File: src/rtl/arb_pkg.sv
// Shared constants for the cpu/dma ram bus arbiter: FSM encoding, owner ids,
// default burst budget and the burst counter width helper.
package arb_pkg;

  localparam logic [1:0] ST_IDLE  = 2'd0;
  localparam logic [1:0] ST_OWN_A = 2'd1;
  localparam logic [1:0] ST_OWN_B = 2'd2;

  localparam logic OWN_ID_A = 1'b0;
  localparam logic OWN_ID_B = 1'b1;

  localparam int DEF_MAX_BURST = 4;

  // Wide enough to hold the saturated value MAX_BURST itself.
  function automatic int cnt_width(input int max_v);
    return (max_v < 1) ? 1 : $clog2(max_v + 1);
  endfunction

endpackage

File: src/rtl/arb_burst_counter.sv
// Saturating up-counter with synchronous clear; counts accesses made by the
// current bus owner. Clear wins over increment.
module arb_burst_counter #(
  parameter int MAX = 4,
  parameter int W   = 3
) (
  input  logic         clk,
  input  logic         rst,
  input  logic         clr_i,
  input  logic         inc_i,
  output logic [W-1:0] cnt_o
);

  logic [W-1:0] cnt_q;
  logic [W-1:0] cnt_d;

  always_comb begin
    cnt_d = cnt_q;
    if (clr_i) begin
      cnt_d = '0;
    end else if (inc_i && (cnt_q != W'(MAX))) begin
      cnt_d = cnt_q + W'(1);
    end
  end

  always_ff @(posedge clk) begin
    if (rst) begin
      cnt_q <= '0;
    end else begin
      cnt_q <= cnt_d;
    end
  end

  assign cnt_o = cnt_q;

endmodule

File: src/rtl/ram_bus_arbiter.sv
// Owner-based arbiter sharing one single-port ram between cpu (A) and dma (B).
// Optional build macro ARB_FIXED_PRIO_EN: cpu fixed priority, overrides b_lock.
//
// Handshake: a master raises x_req and holds it (address stable) until x_gnt;
// while x_gnt is high every cycle with x_req=1 is one ram access, acknowledged
// by a one-cycle x_ack in the following cycle (x_rdata valid with it on reads).
module ram_bus_arbiter
  import arb_pkg::*;
#(
  parameter int SZ        = 8,
  parameter int WSZ       = 8,
  parameter int MAX_BURST = DEF_MAX_BURST
) (
  input  logic           clk,
  input  logic           rst,
  input  logic           a_req,
  input  logic [SZ-1:0]  a_addr,
  input  logic           a_w_notr,
  input  logic [WSZ-1:0] a_wdata,
  output logic           a_gnt,
  output logic           a_ack,
  output logic [WSZ-1:0] a_rdata,
  input  logic           b_req,
  input  logic [SZ-1:0]  b_addr,
  input  logic           b_w_notr,
  input  logic [WSZ-1:0] b_wdata,
  output logic           b_gnt,
  output logic           b_ack,
  output logic [WSZ-1:0] b_rdata,
  input  logic           b_lock,
  output logic [SZ-1:0]  ram_addr,
  output logic [WSZ-1:0] ram_wdata,
  output logic           ram_w_notr,
  output logic           ram_en,
  input  logic [WSZ-1:0] ram_rdata,
  output logic [1:0]     dbg_state_o
);

  localparam int CW = cnt_width(MAX_BURST);

  logic [1:0]     state_q, state_d;
  logic           rr_last_q, rr_last_d;
  logic           a_ack_q, b_ack_q;
  logic           a_rd_q, b_rd_q;
  logic [WSZ-1:0] a_rdata_q, b_rdata_q;
  logic [CW-1:0]  burst_cnt;
  logic           acc_a, acc_b;
  logic           release_own;
  logic           exhausted;
  logic           force_a, force_b;

  // No access may reach the ram in a reset cycle, even mid-burst.
  assign acc_a = !rst && (state_q == ST_OWN_A) && a_req;
  assign acc_b = !rst && (state_q == ST_OWN_B) && b_req;

  // Only consulted while the owner keeps requesting, so an access is implied.
  assign exhausted = (burst_cnt == CW'(MAX_BURST)) ||
                     (burst_cnt == CW'(MAX_BURST - 1));

`ifdef ARB_FIXED_PRIO_EN
  assign force_a = 1'b0;
  assign force_b = a_req && exhausted;
`else
  assign force_a = b_req && exhausted;
  assign force_b = a_req && exhausted && !b_lock;
`endif

  always_comb begin
    state_d     = state_q;
    rr_last_d   = rr_last_q;
    release_own = 1'b0;
    case (state_q)
      ST_IDLE: begin
        if (a_req && b_req) begin
`ifdef ARB_FIXED_PRIO_EN
          state_d = ST_OWN_A;
`else
          state_d = (rr_last_q == OWN_ID_B) ? ST_OWN_A : ST_OWN_B;
`endif
        end else if (a_req) begin
          state_d = ST_OWN_A;
        end else if (b_req) begin
          state_d = ST_OWN_B;
        end
      end
      ST_OWN_A: begin
        if (!a_req || force_a) begin
          release_own = 1'b1;
          rr_last_d   = OWN_ID_A;
          state_d     = b_req ? ST_OWN_B : ST_IDLE;
        end
      end
      ST_OWN_B: begin
        if (!b_req || force_b) begin
          release_own = 1'b1;
          rr_last_d   = OWN_ID_B;
          state_d     = a_req ? ST_OWN_A : ST_IDLE;
        end
      end
      default: state_d = ST_IDLE;
    endcase
  end

  arb_burst_counter #(
    .MAX (MAX_BURST),
    .W   (CW)
  ) u_cnt (
    .clk   (clk),
    .rst   (rst),
    .clr_i (release_own),
    .inc_i (acc_a || acc_b),
    .cnt_o (burst_cnt)
  );

  always_ff @(posedge clk) begin
    if (rst) begin
      state_q   <= ST_IDLE;
      rr_last_q <= OWN_ID_B;
      a_ack_q   <= 1'b0;
      b_ack_q   <= 1'b0;
      a_rd_q    <= 1'b0;
      b_rd_q    <= 1'b0;
      a_rdata_q <= '0;
      b_rdata_q <= '0;
    end else begin
      state_q   <= state_d;
      rr_last_q <= rr_last_d;
      a_ack_q   <= acc_a;
      b_ack_q   <= acc_b;
      a_rd_q    <= acc_a && !a_w_notr;
      b_rd_q    <= acc_b && !b_w_notr;
      if (a_ack_q && a_rd_q) a_rdata_q <= ram_rdata;
      if (b_ack_q && b_rd_q) b_rdata_q <= ram_rdata;
    end
  end

  // Owner mux towards the ram; everything reads as zero when no access issues.
  always_comb begin
    ram_en     = 1'b0;
    ram_addr   = '0;
    ram_wdata  = '0;
    ram_w_notr = 1'b0;
    if (acc_a) begin
      ram_en     = 1'b1;
      ram_addr   = a_addr;
      ram_wdata  = a_wdata;
      ram_w_notr = a_w_notr;
    end else if (acc_b) begin
      ram_en     = 1'b1;
      ram_addr   = b_addr;
      ram_wdata  = b_wdata;
      ram_w_notr = b_w_notr;
    end
  end

  assign a_gnt   = (state_q == ST_OWN_A);
  assign b_gnt   = (state_q == ST_OWN_B);
  assign a_ack   = a_ack_q;
  assign b_ack   = b_ack_q;
  // Read data is passed straight through in the ack cycle, then held.
  assign a_rdata = (a_ack_q && a_rd_q) ? ram_rdata : a_rdata_q;
  assign b_rdata = (b_ack_q && b_rd_q) ? ram_rdata : b_rdata_q;

  assign dbg_state_o = state_q;

endmodule

File: config.mk
export PLATFORM = sky130hd
export DESIGN_NAME = ram_bus_arbiter
export DESIGN_NICKNAME = d
export VERILOG_FILES = /design/src/rtl/arb_pkg.sv /design/src/rtl/arb_burst_counter.sv /design/src/rtl/ram_bus_arbiter.sv
export SDC_FILE = /design/constraint.sdc
export NUM_CORES = 1
export LEC_CHECK = 0
export BUFFER_PORTS_ARGS = -buffer_cell sky130_fd_sc_hd__buf_2
export CORE_MARGIN = 3
export CORE_UTILIZATION = 43
export DETAILED_ROUTE_END_ITERATION = 8
export PLACE_DENSITY = 0.8
export SYNTH_ARGS = -nofsm -noshare
export SYNTH_HDL_FRONTEND = slang
export SYNTH_HIERARCHICAL = 1
export SYNTH_SLANG_ARGS = --single-unit
File: constraint.sdc
create_clock -name clk -period 1.92 [get_ports clk]
set_input_delay 0.192 -clock clk [delete_from_list [all_inputs] [get_ports clk]]
set_output_delay 0.192 -clock clk [all_outputs]
set_load 0.02 [all_outputs]
# Word level (Yosys, flattened, before mapping)
# Cells that the tools add are included.
word_totals:
  reg_bits: 26
  in_bits: 47
  out_inout_bits: 40
  word_cells: 71
op_classes:
  n_addsub: 1
  n_eq_ne: 8
  n_mux: 25
  reduce_logical: 28
ops:
  columns: ["operator", "n"]
  rows:
  - ["8-bit 2-to-1 mux", 6]
  - ["2-bit 2-to-1 mux", 7]
  - ["1-bit logical AND", 13]
  - ["1-bit 2-to-1 mux", 9]
  - ["1-bit zero test", 6]
  - ["2-bit case mux with 3 select lines", 1]
  - ["3-bit AND reduction", 2]
  - ["1-bit logical OR", 4]
  - ["2-bit by 1-bit != test with 1-bit output, second input constant", 2]
  - ["4-bit != test, second input constant", 1]
  - ["1-bit case mux with 2 select lines", 2]
  - ["3-bit by 1-bit adder with 3-bit output, second input constant", 1]
  - ["3-bit by 2-bit equality test with 1-bit output, second input constant", 1]
  - ["3-bit equality test, second input constant", 1]
  - ["3-bit != test, second input constant", 1]
  - ["2-bit by 1-bit equality test with 1-bit output, second input constant", 1]
  - ["2-bit equality test, second input constant", 1]
  - ["2-bit zero test", 1]
  - ["2-bit nonzero test", 1]
  - ["2-bit OR reduction", 1]

# Logic depth before layout (Yosys ltp)
depth:
  word_depth: 8
  mapped_depth: 7

# By module
# The synthesis kept the hierarchy.
by_module_without_submodules:
  columns: ["mod", "n_inst", "cells_each", "area_per_inst_um2"]
  rows:
  - ["ram_bus_arbiter", 1, 120, 1260.0]
  - ["arb_burst_counter", 1, 17, 188.9]

# Least setup slack after synthesis
# OpenSTA, ideal clock, no wires.
synth_path:
  path_kind: "register -> register"
  startpoint: "register state_q[1], in the netlist dbg_state_o[1]"
  endpoint: "register u_cnt.cnt_q[0], in the netlist u_cnt/cnt_o[0]"
  setup_time_ns: 0.121
  t_arrival_ns: 2.156
  path_slack_ns: -0.358
  path_stages_with_launch: 6
  path_buffers: 0
  synth_period_minus_slack_ns: 2.278
  path_cell_list: "dfxtp_1 > ha_1 > nand2_2 > a21oi_1 > a21boi_2 > mux2_4"
synth_between:
  elab_chain_len: 5
  elab_cells_between_ends: 10
synth_lines:
  columns: ["element", "line_no", "text"]
  rows:
  - ["start: declaration", "ram_bus_arbiter.sv:41", "logic [1:0] state_q, state_d;"]
  - ["start signal: assignment", "ram_bus_arbiter.sv:126", "state_q <= state_d;"]
  - ["2-bit equality test (*)", null, null]
  - ["net b_gnt", "ram_bus_arbiter.sv:27", "output logic b_gnt,"]
  - ["branches (longest 4 deep; another with 1-bit case mux with 2 select lines)", null, null]
  - ["end signal: assignment", "arb_burst_counter.sv:30", "cnt_q <= cnt_d;"]
  - ["end: declaration", "arb_burst_counter.sv:14", "logic [W-1:0] cnt_q;"]
# Mark *: on every way through the listed nets, which the timed path passes.
# A chain may end at the register's enable or synchronous reset.

# Final worst setup path
layout_path:
  startpoint: "register state_q[1], in the netlist dbg_state_o[1]"
  endpoint: "output port ram_addr[7]"
layout_between:
  elab_chain_len: 5
  elab_cells_between_ends: 8
layout_lines:
  columns: ["element", "line_no", "text"]
  rows:
  - ["2-bit equality test", "ram_bus_arbiter.sv:54", "assign acc_b = !rst && (state_q == ST_OWN_B) && b_req;"]
  - ["1-bit logical AND (2 in series)", "ram_bus_arbiter.sv:54", null]
  - ["8-bit 2-to-1 mux", "ram_bus_arbiter.sv:148", "end else if (acc_b) begin"]
  - ["8-bit 2-to-1 mux (*)", "ram_bus_arbiter.sv:143", "if (acc_a) begin"]
  - ["end: declaration", "ram_bus_arbiter.sv:31", "output logic [SZ-1:0] ram_addr,"]
# Mark *: on every way between the ends. The rest lies on a longest branch, timed or not.

==> impl_metrics.tcl <==
set metrics [dict create \
    status "finished, violations left" \
    violations "setup timing" \
    relSlewSlack_pct 74.5 \
    drc 0 \
    power.density_nw_per_um2 665 \
    die_w_um 64.0 \
    min_path_type "in -> reg" \
    holdCritStartpoint "b_w_notr" \
    die_h_um 64.0 \
    skew_ps 1.83 \
    root_buffer "clkbuf_4" \
    r2r_end "u_cnt/cnt_o[1]" \
    synth-seq-cells 26 \
    ff2ff_setup_slack_ps 190 \
    grt.total_usage_pct 19.1 \
    die_area_um2 4100 \
    arrival_ps 1780 \
    top_layer_used "met4" \
    setup_slack_ps -47.3 \
    wl_met1_um 1730 \
    detail-route-antenna-nets 0 \
    cp-end-kind "output pin" \
    drive_above_1_share_pct 57.2 \
    fill_cells 242 \
    synth_area_leaders "dfxtp_1, mux2_2, a22o_1" \
    start_kind "register" \
    numCtsBuffers 3 \
    synth_edf_count 0 \
    worstSetupPathType "reg -> out" \
    clk_latency_ps 330 \
    cp.required_ps 1730 \
    grt_pass1_wl_um 6310 \
    antenna_found_initial 0 \
    finalSetupTns_ps -76.1 \
    h-tree-depth 1 \
    met3_length_um 219 \
    vdd_drop_max_mv 0.419 \
    holdPathStages 2 \
    syn_inst 137 \
    port_buffers 86 \
    finalHoldViolCount 0 \
    met2_length_um 2100 \
    syn-cell-area_um2 1450 \
    clockBufferDepth 2 \
    firstDrtPassIters 4 \
    synth_ff_type "dfxtp_1" \
    maxCapViolations 0 \
    yosys.area.top_type "dfxtp_1" \
    min_period_over_period_pct 102 \
    row_count 20 \
    rr_startpoint "u_cnt/cnt_o[2]" \
    core-area_um2 3130 \
    io_pins 87 \
    ys_top_cells_by_count "dfxtp_1, a22o_1, nor2b_1" \
    avgRoutedWirePerCell_um 14.5 \
    finalCriticalPeriod_ps 1970 \
    diodes 0 \
    max_freq_ghz 0.508 \
    finalPower_w 0.00147 \
    synth-warning-count 6 \
    setup_viol 4 \
    whs_endpoint "b_rd_q" \
    place_inst 265 \
    clkSlewWorstSetupHoldPaths_ps 140 \
    rsz0062_at_grt "yes" \
    fin_cells 280 \
    synthesis.nets 190 \
    r2r_cells 6 \
    nets 290 \
    cts_tree "yes" \
    slew_viol_final 0 \
    drt_iter0_markers 68 \
    p_leak_nw 1.13 \
    cts.sinks 26 \
    overflow 0 \
    synth_top_area_share_pct 35.9 \
    worst_slew_pin_slew_ps 382 \
    synthArstFlopShare_pct 0 \
    syn2layout_area_growth_pct 52.4 \
    synth-seq-area-share_pct 35.9 \
    hpwl_um 2680 \
    grt_pass1_vias 1361 \
    avgViaCountPerCell 5.05 \
    synth_most_common_cell "dfxtp_1" \
    finalWirelength_um 4070 \
    grt_max_degree 25 \
    vias 1414 \
    ys_types 35 \
    critPathMaxFanout 8 \
    start_util_pct 46.3 \
    postSynthAreaPerCell_um2 10.6 \
    final_util_pct 70.6 \
    gp_congestion 0.795 \
]
-- critical path, cell delays in order, from the launching register on --
cell,delay (ps)
dfxtp_4,400
buf_6,100
ha_4,140
nand2_4,60
nor3_4,260
buf_6,170
a22o_1,170
buf_6,140
-- final cells by class --
cell class / instances / area [um2] / area share [%]
clock buffers: 3 / 22.5 / 1.02
clock inverters: 1 / 30.0 / 1.36
inverters: 7 / 28.8 / 1.30
multi-input cells: 99 / 900 / 40.7
flip-flops and latches: 26 / 528 / 23.9
well taps: 44 / 55.1 / 2.49
repair buffers: 100 / 644 / 29.2
-- sequential cells by signal (all words and copies together) (netlist names) --
register	flops
dbg_state_o	2
b_ack	1
b_rdata_q	8
a_ack	1
a_rdata_q	8
rr_last_q	1
a_rd_q	1
u_cnt/cnt_o	3
b_rd_q	1
-- per-layer routing --
layer  vias up  track usage (%)
li1        702                -
met1       667             23.2
met2        41             33.5
met3         4             5.62
met4         0             2.96
met5         -                0
-- kinds of logic after synthesis --
| kind of cell | share of synthesized area, % |
|---|---|
| simple gates | 19.5 |
| fa+ha+maj | 5.18 |
| compound gates | 18.7 |
| buf+inv | 4.84 |
| flops | 35.9 |
| mux | 15.9 |
-- worst max-delay path by stage --
stage                              start        endpoint  cells after the start
after global routing      dbg_state_o[1]     ram_addr[7]                      7
after global placement    dbg_state_o[1]    ram_wdata[5]                      8
after CTS                 dbg_state_o[1]    ram_wdata[4]                      7
final                     dbg_state_o[1]     ram_addr[7]                      7
after floorplan           dbg_state_o[0]  u_cnt/cnt_o[0]                      5
after detailed placement  dbg_state_o[1]    ram_wdata[7]                      8
-- placed cells by master, fill, tap and decap left out, drive strengths merged --
| master | count |
|---|---|
| a211o | 1 |
| a21boi | 1 |
| a21oi | 4 |
| a221oi | 1 |
| a22o | 17 |
| a2bb2oi | 1 |
| a31oi | 2 |
| and3b | 1 |
| and4b | 1 |
| buf | 99 |
| bufinv | 1 |
| clkbuf | 3 |
| dfxtp | 26 |
| dlygate4sd3 | 1 |
| ha | 6 |
| inv | 7 |
| mux2 | 18 |
| mux2i | 2 |
| nand2 | 4 |
| nand2b | 4 |
| nor2 | 2 |
| nor2b | 17 |
| nor3 | 4 |
| nor3b | 4 |
| nor4 | 1 |
| o211a | 1 |
| o21a | 2 |
| o21ai | 4 |
| or4b | 1 |
-- metrics by stage --
stage | setup WS (ps) | area (um2) | hold slack (ps)
after floorplan | 83.7 | 1480 | 266
after global placement | 215 | 1940 | 375
after detailed placement | 193 | 1940 | 376
after CTS | 4.39 | 2130 | 14.9
after global routing | -120 | 2210 | 3.54
final | -47.3 | 2210 | 28.2
-- timing repair --
| item | CTS | global route |
|---|---|---|
| pin swaps | 5 | 6 |
| gates cloned | 2 | 0 |
| hold buffers | 0 | 1 |
| gates resized for setup | 25 | 18 |
| endpoints found under the setup margin | 17 | 17 |
| hold endpoints to repair | 0 | 1 |
| setup buffers | 7 | 1 |
-- power breakdown --
part / leakage [nW] / internal, W / switching, W
logic: 0.893 / 0.000246 / 0.000256
clock network: 0.0279 / 0.000211 / 0.000169
registers: 0.211 / 0.000564 / 0.0000227
Note: power is estimated with default switching activity, not from simulation.
